$ cat src/rtl/sound_pkg.sv
// Shared types, default timing constants and helpers for the accelerometer sample scheduler.
package sound_pkg;

   localparam int unsigned DEF_CLK_HZ      = 50_000_000;
   localparam int unsigned DEF_SAMPLE_HZ   = 100;
   localparam int unsigned DEF_TIMEOUT_CYC = 250_000;
   localparam int unsigned CNT_W           = 8;

   typedef logic [1:0] state_t;
   localparam state_t ST_IDLE  = 2'd0;
   localparam state_t ST_REQ   = 2'd1;
   localparam state_t ST_WAIT  = 2'd2;
   localparam state_t ST_LATCH = 2'd3;

   function automatic logic [CNT_W-1:0] sat_inc(input logic [CNT_W-1:0] v);
      return (v == {CNT_W{1'b1}}) ? v : v + CNT_W'(1);
   endfunction

endpackage

$ cat src/rtl/sample_tick_gen.sv
// Single-clock divider: one-cycle tick every TICK_DIV clocks while enabled.
module sample_tick_gen #(
   parameter int unsigned TICK_DIV = 500_000
) (
   input  logic clk,
   input  logic rst,
   input  logic enable,
   output logic tick_c
);

   localparam int unsigned CW = $clog2(TICK_DIV);

   logic [CW-1:0] cnt_q, cnt_d;
   logic          wrap;

   always_comb begin
      cnt_d  = cnt_q;
      wrap   = (cnt_q == CW'(TICK_DIV - 1));
      tick_c = enable && wrap;
      if (!enable || wrap) begin
         cnt_d = '0;
      end else begin
         cnt_d = cnt_q + CW'(1);
      end
   end

   always_ff @(posedge clk or posedge rst) begin
      if (rst) begin
         cnt_q <= '0;
      end else begin
         cnt_q <= cnt_d;
      end
   end

endmodule

$ cat src/rtl/accel_sample_scheduler.sv
// Periodic accelerometer read sequencer with timeout, error, overrun and staleness tracking.
module accel_sample_scheduler
   import sound_pkg::*;
#(
   parameter int unsigned CLK_HZ      = DEF_CLK_HZ,
   parameter int unsigned SAMPLE_HZ   = DEF_SAMPLE_HZ,
   parameter int unsigned TICK_DIV    = CLK_HZ / SAMPLE_HZ,
   parameter int unsigned TIMEOUT_CYC = DEF_TIMEOUT_CYC,
   parameter int unsigned DATA_W      = 16
) (
   input  logic              clk,
   input  logic              rst,
   input  logic              enable,
   output logic              rd_req,
   input  logic              rd_busy,
   input  logic              rd_done,
   input  logic              rd_err,
   input  logic [DATA_W-1:0] x_in,
   input  logic [DATA_W-1:0] y_in,
   input  logic [DATA_W-1:0] z_in,
   output logic [DATA_W-1:0] x_out,
   output logic [DATA_W-1:0] y_out,
   output logic [DATA_W-1:0] z_out,
   output logic              sample_valid,
   output logic              stale,
   output logic [CNT_W-1:0]  timeout_cnt,
   output logic [CNT_W-1:0]  err_cnt,
   output logic [CNT_W-1:0]  overrun_cnt
);

   localparam int unsigned TW = (TIMEOUT_CYC > 1) ? $clog2(TIMEOUT_CYC) : 1;

   logic              tick_c;
   state_t            state_q, state_d;
   logic [TW-1:0]     tmo_q, tmo_d;
   logic [1:0]        miss_q, miss_d;
   logic [DATA_W-1:0] x_q, x_d, y_q, y_d, z_q, z_d;
   logic              rd_req_q, rd_req_d, sample_valid_q, sample_valid_d, stale_q, stale_d;
   logic [CNT_W-1:0]  timeout_cnt_q, timeout_cnt_d, err_cnt_q, err_cnt_d;
   logic [CNT_W-1:0]  overrun_cnt_q, overrun_cnt_d;
   logic              miss_evt, overrun;

   sample_tick_gen #(.TICK_DIV(TICK_DIV)) u_tick (
      .clk    (clk),
      .rst    (rst),
      .enable (enable),
      .tick_c (tick_c)
   );

   // Next-state, datapath and accounting
   always_comb begin
      state_d       = state_q;
      tmo_d         = tmo_q;
      miss_d        = miss_q;
      x_d           = x_q;
      y_d           = y_q;
      z_d           = z_q;
      timeout_cnt_d = timeout_cnt_q;
      err_cnt_d     = err_cnt_q;
      overrun_cnt_d = overrun_cnt_q;
      miss_evt      = 1'b0;
      overrun       = tick_c && (state_q != ST_IDLE);

      case (state_q)
         ST_IDLE: begin
            tmo_d = '0;
            if (tick_c) state_d = ST_REQ;
         end
         ST_REQ, ST_WAIT: begin
            tmo_d = tmo_q + TW'(1);
            if (rd_err) begin
               err_cnt_d = sat_inc(err_cnt_q);
               miss_evt  = 1'b1;
               state_d   = ST_IDLE;
            end else if (rd_done) begin
               // A done seen while still requesting is taken as an immediate completion.
               x_d     = x_in;
               y_d     = y_in;
               z_d     = z_in;
               state_d = ST_LATCH;
            end else if (tmo_q == TW'(TIMEOUT_CYC - 1)) begin
               timeout_cnt_d = sat_inc(timeout_cnt_q);
               miss_evt      = 1'b1;
               state_d       = ST_IDLE;
            end else if ((state_q == ST_REQ) && rd_busy) begin
               state_d = ST_WAIT;
            end
         end
         default: begin
            miss_d  = '0;
            state_d = ST_IDLE;
         end
      endcase

      if (overrun) overrun_cnt_d = sat_inc(overrun_cnt_q);
      if (miss_evt && (miss_d != 2'd3)) miss_d = miss_d + 2'd1;
      if (overrun && (miss_d != 2'd3)) miss_d = miss_d + 2'd1;

      stale_d        = (miss_d >= 2'd2);
      rd_req_d       = (state_d == ST_REQ);
      sample_valid_d = (state_d == ST_LATCH);
   end

   always_ff @(posedge clk or posedge rst) begin
      if (rst) begin
         state_q        <= ST_IDLE;
         tmo_q          <= '0;
         miss_q         <= '0;
         x_q            <= '0;
         y_q            <= '0;
         z_q            <= '0;
         rd_req_q       <= 1'b0;
         sample_valid_q <= 1'b0;
         stale_q        <= 1'b0;
         timeout_cnt_q  <= '0;
         err_cnt_q      <= '0;
         overrun_cnt_q  <= '0;
      end else begin
         state_q        <= state_d;
         tmo_q          <= tmo_d;
         miss_q         <= miss_d;
         x_q            <= x_d;
         y_q            <= y_d;
         z_q            <= z_d;
         rd_req_q       <= rd_req_d;
         sample_valid_q <= sample_valid_d;
         stale_q        <= stale_d;
         timeout_cnt_q  <= timeout_cnt_d;
         err_cnt_q      <= err_cnt_d;
         overrun_cnt_q  <= overrun_cnt_d;
      end
   end

   assign rd_req       = rd_req_q;
   assign x_out        = x_q;
   assign y_out        = y_q;
   assign z_out        = z_q;
   assign sample_valid = sample_valid_q;
   assign stale        = stale_q;
   assign timeout_cnt  = timeout_cnt_q;
   assign err_cnt      = err_cnt_q;
   assign overrun_cnt  = overrun_cnt_q;

endmodule

$ cat config.mk
export PLATFORM = sky130hd
export DESIGN_NAME = accel_sample_scheduler
export DESIGN_NICKNAME = d
export VERILOG_FILES = /design/src/rtl/sound_pkg.sv /design/src/rtl/sample_tick_gen.sv /design/src/rtl/accel_sample_scheduler.sv
export SDC_FILE = /design/constraint.sdc
export NUM_CORES = 1
export LEC_CHECK = 0
export ABC_CLOCK_PERIOD_IN_PS = 3900
export CORE_AREA = 2 2 118 120
export DETAILED_ROUTE_END_ITERATION = 8
export DIE_AREA = 0 0 120 122
export PLACE_DENSITY = 0.68
export SLEW_MARGIN = 0
export SYNTH_ARGS = -nofsm -noshare
export SYNTH_HDL_FRONTEND = slang
export SYNTH_SLANG_ARGS = --single-unit
$ cat constraint.sdc
create_clock -name clk -period 3.9 [get_ports clk]
set_clock_uncertainty 0.15 [all_clocks]
set_input_delay 0.39 -clock clk [delete_from_list [all_inputs] [get_ports clk]]
set_output_delay 0.39 -clock clk [all_outputs]
set_load 0.01 [all_outputs]
Word level (Yosys, flattened, before mapping):

Index checks and enable logic that the tools add are counted.

* add/sub/neg operators: 7
* order comparisons: 1
* equal/unequal tests: 11
* muxes and demuxes: 15
* bitwise gates (word level): 5
* reductions and logical operators: 16

Operators with widths (count)
* one-hot mux 18 bit (2 select lines): 1
* adder 8 x 1 -> 8 bit (second input constant): 3
* == test 8 bit (second input constant): 3
* adder 19 x 1 -> 19 bit (second input constant): 1
* == test 19 bit (second input constant): 1
* 2-to-1 mux 19 bit: 1
* adder 18 x 1 -> 18 bit (second input constant): 1
* == test 18 bit (second input constant): 1
* 2-to-1 mux 2 bit: 8
* AND reduction 3 bit: 2
* logical AND 1 bit: 5
* NOT 1 bit: 5
* AND reduction 5 bit: 1
* adder 2 x 1 -> 2 bit (second input constant): 2
* == test 2 x 1 -> 1 bit (second input constant): 2
* == test 2 bit (second input constant): 2
* 2-to-1 mux 1 bit: 4
* != test 2 bit (second input constant): 2
* one-hot mux 2 bit (2 select lines): 1
* nonzero test 2 bit: 2
* OR reduction 3 bit: 1
* greater-or-equal comparator 2 bit (second input constant): 1
* zero test 2 bit: 1
* AND reduction 2 bit: 1
* 3 further kinds: 3

* register bits after elaboration: 116
* bits of input ports: 54
* output and inout bits: 75

Logic depth before layout (Yosys ltp):

* depth after elaboration: 11
* mapped depth: 9
* depth with buffers taken out: 9

Modules after synthesis:

A second synthesis with hierarchy kept.

* cells, all modules: 448
* area, all modules: 5223.8 sq um

Modules (own cells, without submodules)
* accel_sample_scheduler: times used 1, cells an instance 345, area an instance 4256.6 sq um
* sample_tick_gen: times used 1, cells an instance 103, area an instance 967.2 sq um

Worst setup path before layout:

Ideal clock, no wire load.

* kind: register to register
* from: reg state_q[0]
* to: reg miss_q[1]
* library setup time: 125 ps
* arrival time: 2711 ps
* required time: 3625 ps
* path slack: 914 ps
* stages on the path, launching flop included: 10
* cells stage by stage: dfrtp_1 > ha_1 > nor2b_1 > ha_1 > nor3b_1 > a31oi_1 > mux2_2 > ha_1 > nor4b_1 > mux2_2

* cells in the longest elaborated chain, start to end: 9

RTL lines
* start, declared: RTL line accel_sample_scheduler.sv:34 `state_t state_q, state_d;`
* start signal, assigned: RTL line accel_sample_scheduler.sv:119 `state_q <= state_d;`
* branches (longest 8 deep; another with adder 2 x 1 -> 2 bit)
* 2-to-1 mux 2 bit (*): RTL line accel_sample_scheduler.sv:97 `if (overrun && (miss_d != 2'd3)) miss_d = miss_d + 2'd1;`
* named net miss_d[1]: RTL line accel_sample_scheduler.sv:36 `logic [1:0] miss_q, miss_d;`
* end signal, assigned: RTL line accel_sample_scheduler.sv:121 `miss_q <= miss_d;`
* end, declared: RTL line accel_sample_scheduler.sv:36

Mark *: on every way through the listed nets, which the timed path passes.
A chain may end at the register's enable or synchronous reset.

Final worst setup path:

* from: reg state_q[0]
* to: reg stale_q (netlist: stale)

* cells in the longest elaborated chain, start to end: 10

RTL lines
* branches (longest 8 deep; another with adder 2 x 1 -> 2 bit)
* 2-to-1 mux 2 bit (*): RTL line accel_sample_scheduler.sv:97
* greater-or-equal comparator 2 bit (*): RTL line accel_sample_scheduler.sv:99 `stale_d = (miss_d >= 2'd2);`
* named net stale_d: RTL line accel_sample_scheduler.sv:38 `logic rd_req_q, rd_req_d, sample_valid_q, sample_valid_d, stale_q, stale_d;`
* end signal, assigned: RTL line accel_sample_scheduler.sv:127 `stale_q <= stale_d;`
* end, declared: RTL line accel_sample_scheduler.sv:38

Marked as above.

==> impl_metrics.yaml <==
yosys:
  synth_top_area_share: 0.554
  yosysWarnings: 0
  netlist_area_sq_um: 5240
  seq_area_frac_synth: 0.554
  synthTopCellsByArea: "dfrtp_1 (55%), nand2_1 (12%), xnor2_1 (5.2%)"
  synth_cells: 543
  yosysMostFrequentCell: "nand2_1"
  postSynthAreaPerCell_sq_um: 9.65
  ys_ff_latch: 116
  synth_fp_nets: 608
  synth.distinct_cells: 36
  synth-simple-area-share: 0.279
  synth_compound_area_frac: 0.0279
  synth_top_family_by_area: "simple AND/OR/NAND/NOR gates"
  async_flop_share: 1.00
  synth_mux_area_frac: 0.0193
  synthAdderAreaFrac: 0.0263
  synth_ff_type: "dfrtp_1"
  netlist.top_cell.by_area: "dfrtp_1"
  synthXorXnorAreaFrac: 0.0769
  yosys-top-cells-count: "nand2_1 (172), dfrtp_1 (116), nor2_1 (38)"
  synth_edf_count: 0
layout:
  synthToLayoutAreaGrowth_pct: 40.0
  num_antenna_cells: 0
  n_fill_cell: 1203
  fin_area_sq_um: 7330
  finalNonFillerCells: 873
  multi_input_area_sq_um: 2250
  final-seq-area_sq_um: 2900
  fin_nets: 745
  drive_above_1_share: 0.0649
timing:
  max_freq_mhz: 297
  slew_headroom: 0.407
  setup_tns_ns: 0
  hold_violations: 0
  fin_crit_ns: 3.37
  setup_viol: 0
  rsz0062_at_grt: "no"
  whs_ns: 0.299
  finalCritPeriodShare: 0.863
  tightest_slew_ns: 0.886
  drv_slew: 0
placement:
  dp_cells: 841
  post_dp_cell_area_sq_um: 6730
  dp_hpwl_mm: 8.74
  gp_congestion: 0.812
  io_buffers: 128
floorplan:
  num_rows: 43
  die_h_microns: 122
  fp.dieArea_sq_um: 14600
  start_util: 0.388
  die_w_microns: 120
  ioPinCount: 129
  core_sq_um: 13500
critical_path:
  reg2reg_slack_ns: 0.53
  crit_fanout: 6
  crit_type: "reg2reg"
  crit_required_ns: 4.05
  start_kind: "flop"
  end_kind: "flop"
  rr_worst_depth: 9
  cp.arrival_ns: 3.51
cts:
  numCtsBuffers: 17
  clock_latency_ns: 0.41
  cts_resized: 0
  ctsHoldBuffers: 0
  clockBufferDepth: 2
  cts_tree: "built"
  h-tree-depth: 4
  clk_pin_slew_ns: 0.05
  cts.sinks: 116
  clockRootBuffer: "clkbuf_16"
  cts_setup_buffers: 0
drt:
  final_antenna_net_count: 0
  drcViolationCount: 0
  dr.pass1.iters: 4
  drt-initial-drc-count: 447
  vias: 4301
  finalWirelength_mm: 12.5
  post_drt_wl_per_cell_microns: 14.3
  via_per_inst: 4.93
power:
  peakVddDrop_uv: 319
  power_mw: 2.88
  p_leak_nw: 3.37
  power.density_nw_per_um2: 393
global_routing:
  grt_max_degree: 59
  grt_pass1_vias: 4392
  grt-ovfl-total: 0
  grt_pass1_wl_mm: 21.1
  antenna_found_initial: 0
  gr-usage-all-layers: 0.181
job:
  maxCapViolations: 0
run_status:
  outcome: "finished, final reports clean"
hold_path:
  hold_path_class: "in2async"
where the power goes:
part	switching, mW	internal, mW	leakage, nW
clock	0.525	1.05	0.290
combinational	0.0390	0.0528	1.46
sequential	0.00296	1.21	1.62
total	0.567	2.31	3.37
metal layers:
| layer | track usage | wire, microns | vias up |
|---|---|---|---|
| met3 | 0.0698 | 728 | 25 |
| met1 | 0.222 | 5320 | 2075 |
| met2 | 0.294 | 6240 | 119 |
| met4 | 0.0632 | 203 | 0 |
| li1 | - | - | 2082 |
| met5 | 0 | 0 | - |
cell families (layout without fill, tap and decap cells):
kind of cell / after synthesis / in the layout
simple gates: 313 / 313
fa+ha+maj: 11 / 11
xor+xnor: 46 / 46
flops: 116 / 116
mux: 9 / 9
compound gates: 25 / 25
buf+inv: 23 / 173
final cells by class:
class                      count  area share
sequential                   116       0.396
tap                          180      0.0307
timing repair buffer         133       0.180
clock buffer                  24      0.0657
inverter                       8     0.00444
clock inverter                 8      0.0169
multi-input combinational    404       0.307
through the flow:
stage	setup WS (ns)	utilization
final	0.534	0.543
after global routing	0.204	0.543
after CTS	0.563	0.543
after detailed placement	0.546	0.498
after global placement	0.802	0.498
after floorplan	0.288	-
layout by cell type, fill, tap and decap left out, types with 9 or more instances in the layout:
master,netlist,layout
and3_1,11,11
clkbuf_16,0,17
xnor2_1,31,31
mux2_2,9,9
nor3_1,10,10
dfrtp_1,116,116
xor2_1,15,15
nor2_1,38,38
ha_1,11,11
nor2b_1,10,10
nand3_1,20,20
o21ai_0,11,11
clkdlybuf4s50_1,0,128
nand4_1,16,16
nand2_1,172,172
critical path, stage by stage, from the launching register on:
cell and delay (ns):
dfrtp_1 0.44, ha_1 0.25, nor2b_1 0.20, ha_1 0.20, nor3b_1 0.05, a31oi_1 0.27
mux2_2 0.40, ha_1 0.20, nor4b_1 0.68, mux2_2 0.41
flip-flops by register name, indices dropped and copies added, names as in the netlist, 8 cells and up:
signal and cells:
y_out 16, u_tick.cnt_q 19, z_out 16, x_out 16, overrun_cnt 8, timeout_cnt 8
err_cnt 8, tmo_q 18
path summary, 6_finish.rpt:
check,startpoint,endpoint
worst min register to register,x_out[7]$_DFFE_PP0P_,x_out[7]$_DFFE_PP0P_
worst max-delay path,state_q[0]$_DFF_PP0_,stale$_DFF_PP0_
worst max register to register,state_q[0]$_DFF_PP0_,stale$_DFF_PP0_
min in group clk,x_out[7]$_DFFE_PP0P_,x_out[7]$_DFFE_PP0P_
worst min-delay path,rst,z_out[2]$_DFFE_PP0P_
max in group asynchronous,rst,y_out[11]$_DFFE_PP0P_
Note: power is estimated with default switching activity, not from simulation.
